==> src/rtl/mp3_header_sync.sv <==
// mp3_header_sync: locks onto MPEG-1 Layer III frame headers in a byte stream.
// A header is FF, {7'b1111101, prot}, {bitrate, srate, pad, priv}, {mode, ...}.
// Once a header is accepted the frame payload is skipped by length, and the
// byte right after the frame must start the next sync word.
//
// Ports:
//   clk          system clock, rising edge
//   rst          synchronous active-high reset
//   axiiv        byte valid (one byte per cycle where high)
//   axiid        byte, MSB first in bitstream order
//   valid_header one-cycle pulse after the 4th header byte is accepted
//   mode         channel mode of the last valid header
//   prot         protection bit of the last valid header (1 = no CRC)
//   frame_size   total frame length in bytes, header included
//   sync_lost    one-cycle pulse when a frame is not followed by a sync byte
module mp3_header_sync (
  input  logic        clk,
  input  logic        rst,
  input  logic        axiiv,
  input  logic [7:0]  axiid,
  output logic        valid_header,
  output logic [1:0]  mode,
  output logic        prot,
  output logic [10:0] frame_size,
  output logic        sync_lost
);

  typedef enum logic [2:0] {
    StHunt,
    StSync1,
    StHdr2,
    StHdr3,
    StSkip
  } state_e;

  state_e      state_q, state_d;
  logic        expect_q, expect_d;    // HUNT with a sync byte due next
  logic [10:0] cnt_q, cnt_d;
  logic        prot_sh_q, prot_sh_d;  // header fields not yet published
  logic [3:0]  br_sh_q, br_sh_d;
  logic [1:0]  sr_sh_q, sr_sh_d;
  logic        pad_sh_q, pad_sh_d;
  logic        valid_header_q, valid_header_d;
  logic        sync_lost_q, sync_lost_d;
  logic [1:0]  mode_q, mode_d;
  logic        prot_q, prot_d;
  logic [10:0] frame_size_q, frame_size_d;

  logic [10:0] fs_new;
  logic        byte_ff;
  logic [3:0]  br_in;
  logic [1:0]  sr_in;

  // floor(144000 * kbps / Hz) for each bitrate index and sample-rate index.
  function automatic logic [10:0] frame_base(input logic [3:0] br, input logic [1:0] sr);
    logic [10:0] f44, f48, f32;
    case (br)
      4'd1:    begin f44 = 11'd104;  f48 = 11'd96;  f32 = 11'd144;  end
      4'd2:    begin f44 = 11'd130;  f48 = 11'd120; f32 = 11'd180;  end
      4'd3:    begin f44 = 11'd156;  f48 = 11'd144; f32 = 11'd216;  end
      4'd4:    begin f44 = 11'd182;  f48 = 11'd168; f32 = 11'd252;  end
      4'd5:    begin f44 = 11'd208;  f48 = 11'd192; f32 = 11'd288;  end
      4'd6:    begin f44 = 11'd261;  f48 = 11'd240; f32 = 11'd360;  end
      4'd7:    begin f44 = 11'd313;  f48 = 11'd288; f32 = 11'd432;  end
      4'd8:    begin f44 = 11'd365;  f48 = 11'd336; f32 = 11'd504;  end
      4'd9:    begin f44 = 11'd417;  f48 = 11'd384; f32 = 11'd576;  end
      4'd10:   begin f44 = 11'd522;  f48 = 11'd480; f32 = 11'd720;  end
      4'd11:   begin f44 = 11'd626;  f48 = 11'd576; f32 = 11'd864;  end
      4'd12:   begin f44 = 11'd731;  f48 = 11'd672; f32 = 11'd1008; end
      4'd13:   begin f44 = 11'd835;  f48 = 11'd768; f32 = 11'd1152; end
      4'd14:   begin f44 = 11'd1044; f48 = 11'd960; f32 = 11'd1440; end
      default: begin f44 = 11'd0;    f48 = 11'd0;   f32 = 11'd0;    end
    endcase
    case (sr)
      2'd0:    frame_base = f44;
      2'd1:    frame_base = f48;
      default: frame_base = f32;
    endcase
  endfunction

  assign fs_new  = frame_base(br_sh_q, sr_sh_q) + {10'd0, pad_sh_q};
  assign byte_ff = (axiid == 8'hFF);
  assign br_in   = axiid[7:4];
  assign sr_in   = axiid[3:2];

  always_comb begin
    state_d        = state_q;
    expect_d       = expect_q;
    cnt_d          = cnt_q;
    prot_sh_d      = prot_sh_q;
    br_sh_d        = br_sh_q;
    sr_sh_d        = sr_sh_q;
    pad_sh_d       = pad_sh_q;
    valid_header_d = 1'b0;
    sync_lost_d    = 1'b0;
    mode_d         = mode_q;
    prot_d         = prot_q;
    frame_size_d   = frame_size_q;

    if (axiiv) begin
      case (state_q)
        StHunt: begin
          expect_d = 1'b0;
          if (byte_ff) begin
            state_d = StSync1;
          end else if (expect_q) begin
            sync_lost_d = 1'b1;
          end
        end
        StSync1: begin
          if (axiid[7:1] == 7'b1111101) begin
            state_d   = StHdr2;
            prot_sh_d = axiid[0];
          end else if (!byte_ff) begin
            state_d = StHunt;
          end
        end
        StHdr2: begin
          if (br_in == 4'd0 || br_in == 4'd15 || sr_in == 2'd3) begin
            // A rejected FF byte may itself be the start of the real sync.
            state_d = byte_ff ? StSync1 : StHunt;
          end else begin
            br_sh_d  = br_in;
            sr_sh_d  = sr_in;
            pad_sh_d = axiid[1];
            state_d  = StHdr3;
          end
        end
        StHdr3: begin
          state_d        = StSkip;
          valid_header_d = 1'b1;
          mode_d         = axiid[7:6];
          prot_d         = prot_sh_q;
          frame_size_d   = fs_new;
          cnt_d          = fs_new - 11'd4;
        end
        StSkip: begin
          cnt_d = cnt_q - 11'd1;
          if (cnt_q <= 11'd1) begin
            cnt_d    = 11'd0;
            state_d  = StHunt;
            expect_d = 1'b1;
          end
        end
        default: state_d = StHunt;
      endcase
    end
  end

  always_ff @(posedge clk) begin
    if (rst) begin
      state_q        <= StHunt;
      expect_q       <= 1'b0;
      cnt_q          <= 11'd0;
      prot_sh_q      <= 1'b0;
      br_sh_q        <= 4'd0;
      sr_sh_q        <= 2'd0;
      pad_sh_q       <= 1'b0;
      valid_header_q <= 1'b0;
      sync_lost_q    <= 1'b0;
      mode_q         <= 2'd0;
      prot_q         <= 1'b0;
      frame_size_q   <= 11'd0;
    end else begin
      state_q        <= state_d;
      expect_q       <= expect_d;
      cnt_q          <= cnt_d;
      prot_sh_q      <= prot_sh_d;
      br_sh_q        <= br_sh_d;
      sr_sh_q        <= sr_sh_d;
      pad_sh_q       <= pad_sh_d;
      valid_header_q <= valid_header_d;
      sync_lost_q    <= sync_lost_d;
      mode_q         <= mode_d;
      prot_q         <= prot_d;
      frame_size_q   <= frame_size_d;
    end
  end

  assign valid_header = valid_header_q;
  assign sync_lost    = sync_lost_q;
  assign mode         = mode_q;
  assign prot         = prot_q;
  assign frame_size   = frame_size_q;

endmodule

==> config.mk <==
export PLATFORM = sky130hd
export DESIGN_NAME = mp3_header_sync
export DESIGN_NICKNAME = d
export VERILOG_FILES = /design/src/rtl/mp3_header_sync.sv
export SDC_FILE = /design/constraint.sdc
export NUM_CORES = 1
export LEC_CHECK = 0
export CAP_MARGIN = 0
export CORE_ASPECT_RATIO = 1.75
export CORE_MARGIN = 3
export CORE_UTILIZATION = 47
export CTS_CLUSTER_SIZE = 8
export DETAILED_ROUTE_END_ITERATION = 16
export PLACE_DENSITY = 0.63
export SLEW_MARGIN = 0
export SYNTH_ARGS = -nofsm -noshare
export SYNTH_HDL_FRONTEND = slang
export SYNTH_SLANG_ARGS = --single-unit
==> constraint.sdc <==
create_clock -name clk -period 11.1 [get_ports clk]
set_input_delay 3.33 -clock clk [delete_from_list [all_inputs] [get_ports clk]]
set_output_delay 3.33 -clock clk [all_outputs]
set_load 0.03 [all_outputs]
# == Word level (Yosys, flattened, before mapping) ==
# Memory sizes are Yosys's and may differ from the RTL's. A register that Yosys moved wholly into a read port is not among the register bits.
# Cells that the tools add are included.
# totals
register_bits,39
romBits,432
in_bits,11
output_inout_bits,16
wordCells,63
mem_count,1
# op_classes
n_addsub,3
magnitude_cmp,1
eq_ne,12
muxes,16
bitwise,3
reduce_logical,15
# memory_table
name,words,word_bits,rd,rd_clocked_by_memory_dff,wr,line,text
(name not given),16,27,1,1,0,57,case (br)
# ops
op,count
one-hot mux 11 bit (2 select lines),2
one-hot mux 3 bit (5 select lines),1
two-way mux 3 bit,4
adder 11 x 1 -> 11 bit,1
"<= comparator 11 x 1 -> 1 bit, second input constant",1
two-way mux 11 bit,1
"subtractor 11 x 1 -> 11 bit, second input constant",1
"subtractor 11 x 3 -> 11 bit, second input constant",1
AND reduction 3 bit,3
"equality test 8 bit, second input constant",1
two-way mux 4 bit,2
"equality test 7 bit, second input constant",1
"equality test 3 x 2 -> 1 bit, second input constant",2
"equality test 4 bit, second input constant",1
logical NOT 4 bit,1
two-way mux 1 bit,4
"inequality test 2 bit, second input constant",2
AND reduction 2 bit,2
AND reduction 4 bit,1
nonzero test 2 bit,2
OR reduction 4 bit,1
"equality test 3 x 1 -> 1 bit, second input constant",1
"equality test 3 bit, second input constant",1
logical NOT 3 bit,1
9 further kinds,12

# == Depth between registers and ports, before layout ==
# depth
depth_word,7
ltp_mapped,13
depth_no_buf,12

# == Worst setup path before layout ==
# Ideal clock, no wire load.
# synth_path
kind,in2reg
start,input port axiid[6]
end,register (tool-made name)
setup_time_ns,0.121
arrival_ns,5.800
t_required_ns,10.979
setup_slack_ns,5.180
path_stages,12
n_path_buf,2
path_cell_list,or4_1 and4_1 buf_2 nand2_1 nand2_1 a21oi_2 inv_1 ha_1 clkbuf_1 nor2_1 a21oi_1 mux2_2
# synth_lines
item,line,text
"start, declared",20,"input logic [7:0] axiid,"

==> impl_metrics.ini <==
[synthesis]
synth_area_leaders = dfxtp_1 36%, a21oi_1 5.3%, nand2_1 4.6%, ha_1 4.6%, nor2_1 4.5%
synth_area_per_cell_um2 = 8.279
syn_nets = 455
synth_edf_count = 0
ys_seq_elements = 65
synth_top_area_share = 0.3647
synth_cell_type_count = 64
ys.flop_type = dfxtp_1
ys_top_cells_by_count = 65 x dfxtp_1, 44 x nand2_1, 43 x nor2_1
ys_async_sr_fraction = 0
synth_cells = 431
ys_seq_area_frac = 0.3647
yosys.area.top_type = dfxtp_1
ys.warnings.count = 0
synth_area_um2 = 3568
yosysMostFrequentCell = dfxtp_1

[run_status]
outcome = completed

[drt]
routed-via-count = 3061
drtIter0Drc = 218
route.detailed.drc = 0
drt_wl_total_um = 8565
viasPerCell = 5.732
wire_per_inst_um = 16.04
drtPass1Iterations = 4
antenna_left = 0

[worst_setup_path]
reg2reg_depth = 12
required_ps = 11280
crit_arrival_ps = 6550
cpPeakStageDelay_ps = 760
worst_path_max_delay_cell = a21oi_1
r2r_start = sr_sh_q[0]$_SDFFE_PP0P_
path_cells = clkdlybuf4s50_1 > a211oi_1 > and4_1 > nand3_1 > a21oi_1 > inv_1 > ha_1 > nand2_1 > a21boi_0 > o22ai_1
criticalPathCategory = in -> reg
cp-startpoint = axiid[3]
critPathMaxFanout = 11
start_kind = input port
rrSetupSlack_ps = 7600
timing.rr.end = cnt_q[8]$_SDFFE_PP0P_
endpoint_kind = register

[power]
p_leak_nw = 1.597
ir_drop_mv = 0.08977
pwr_density_cell_nw_per_um2 = 132.7

[die]
die_y_um = 121.3
dieArea_um2 = 8715
initial_core_util = 0.4899
boundaryPins = 27
design.core.area_um2 = 7284
die_w_um = 71.87
num_rows = 41

[global_route]
grt_pass1_wl_um = 14490
grt_max_degree = 42
gr-total-overflow = 0
grt_pass1_vias = 3086
track_usage = 0.2161
antenna_found_initial = 0

[timing]
slew_headroom = 0.3670
rsz0062_at_grt = no
max_freq_mhz = 157.0
final-max-slew-violation-count = 0
setup_viol = 0
hold_viol = 0
tightest_slew_ps = 949.5
tns_ps = 0
finalClockSkew_ps = 4.887
whs_ps = 453.4
fin_crit_ps = 6369
min_period_over_period = 0.5738

[final_layout]
num_antenna_cells = 0
final_nets = 468
syn2layout_area_growth_pct = 16.27
drive_above_1_share = 0.08929

[place]
portBuffers = 26
place_congestion = 0.9178
dp_hpwl_um = 6373

[clocking]
path_clk_slew_ps = 50
cts_sinks = 65
postCtsResizedCells = 0
cts_tree = built
hold_buffers = 0
postCtsSetupBuffers = 0
numCtsBuffers = 9
insertion_delay_ps = 330
cts_root_buf = clkbuf_16
clock_path_buffers = 2
cts_max_level = 3

[hold_path]
min_path_type = reg -> reg

[flow_run]
drv_cap = 0
[cells in the final DEF (no fill, tap or decap), types with 5 or more instances in the layout]
cell and n:
a21oi_1 37, nand2b_1 6, xor2_1 10, clkbuf_16 9
mux2_2 9, nor2b_1 5, nor3_1 12, dfxtp_1 65
ha_1 13, and2_1 5, nand3_1 17, o21ai_0 19
inv_1 12, a211oi_1 13, nand4_1 6, or4_1 5
xnor2_1 10, nor2_1 43, nand2_1 44, mux2i_1 9
clkdlybuf4s50_1 26
[how the worst min path moves through the flow]
stage                                           start                           to  slack, ps  cells after the start
after floorplan                prot_sh_q$_SDFFE_PP0P_            prot$_SDFFE_PP0P_        430                      2
after global placement    frame_size[10]$_SDFFE_PP0P_  frame_size[10]$_SDFFE_PP0P_        440                      2
after detailed placement         mode[1]$_SDFFE_PP0P_         mode[1]$_SDFFE_PP0P_        450                      2
after CTS                  frame_size[0]$_SDFFE_PP0P_   frame_size[0]$_SDFFE_PP0P_        460                      2
after global routing           prot_sh_q$_SDFFE_PP0P_            prot$_SDFFE_PP0P_        480                      2
final                      frame_size[2]$_SDFFE_PP0P_   frame_size[2]$_SDFFE_PP0P_        450                      2
[cell families after synthesis]
family / Yosys count / share of synthesized area
flops: 65 / 0.3647
xor+xnor: 21 / 0.05680
compound gates: 106 / 0.1876
buf+inv: 40 / 0.04768
mux: 21 / 0.06767
fa+ha+maj: 13 / 0.04558
simple gates: 165 / 0.2300
[power breakdown]
group,internal (W),switching (W),leakage [nW]
clock network,0.000201,0.0000957,0.153
registers,0.000235,0.000000925,0.524
logic,0.00000819,0.00000958,0.920
[layer usage]
layer	wire length, um	global-route usage	share of wire
met5	0	0	0
met4	530	0.1682	0.062
met3	267	0.04726	0.031
met2	4564	0.3779	0.53
met1	3202	0.2143	0.37
[area by class of cell]
type / instances / area (um2)
multi-input cells: 326 / 2101
well taps: 86 / 107.6
clock buffers: 12 / 246.5
fillers: 672 / 3136
inverters: 14 / 52.55
clock inverters: 3 / 65.06
repair buffers: 28 / 275.3
flip-flops and latches: 65 / 1301
[critical path, delay by kind of cell]
family | cells | cell delay (ps)
adder cells (fa/ha/maj) | 1 | 310
AO/OA/AOI/OAI | 4 | 1540
buffers and inverters | 2 | 680
AND/OR/NAND/NOR | 3 | 690
[through the flow]
step / instances / cell area [um2] / utilization / power, W / setup slack, ps
6_report: 534 / 4149 / 0.5696 / 0.0005505 / 4731
5_1_grt: 534 / 4149 / 0.5696 / 0.0005673 / 4320
4_1_cts: 534 / 4149 / 0.5696 / 0.0005577 / 4778
3_5_place_dp: 519 / 3837 / 0.5268 / 0.0002585 / 4434
3_3_place_gp: 519 / 3837 / 0.5268 / 0.0002583 / 4530
2_1_floorplan: 431 / 3568 / - / 0.0002511 / 5180
No activity file was read; power rests on OpenSTA's default activity.
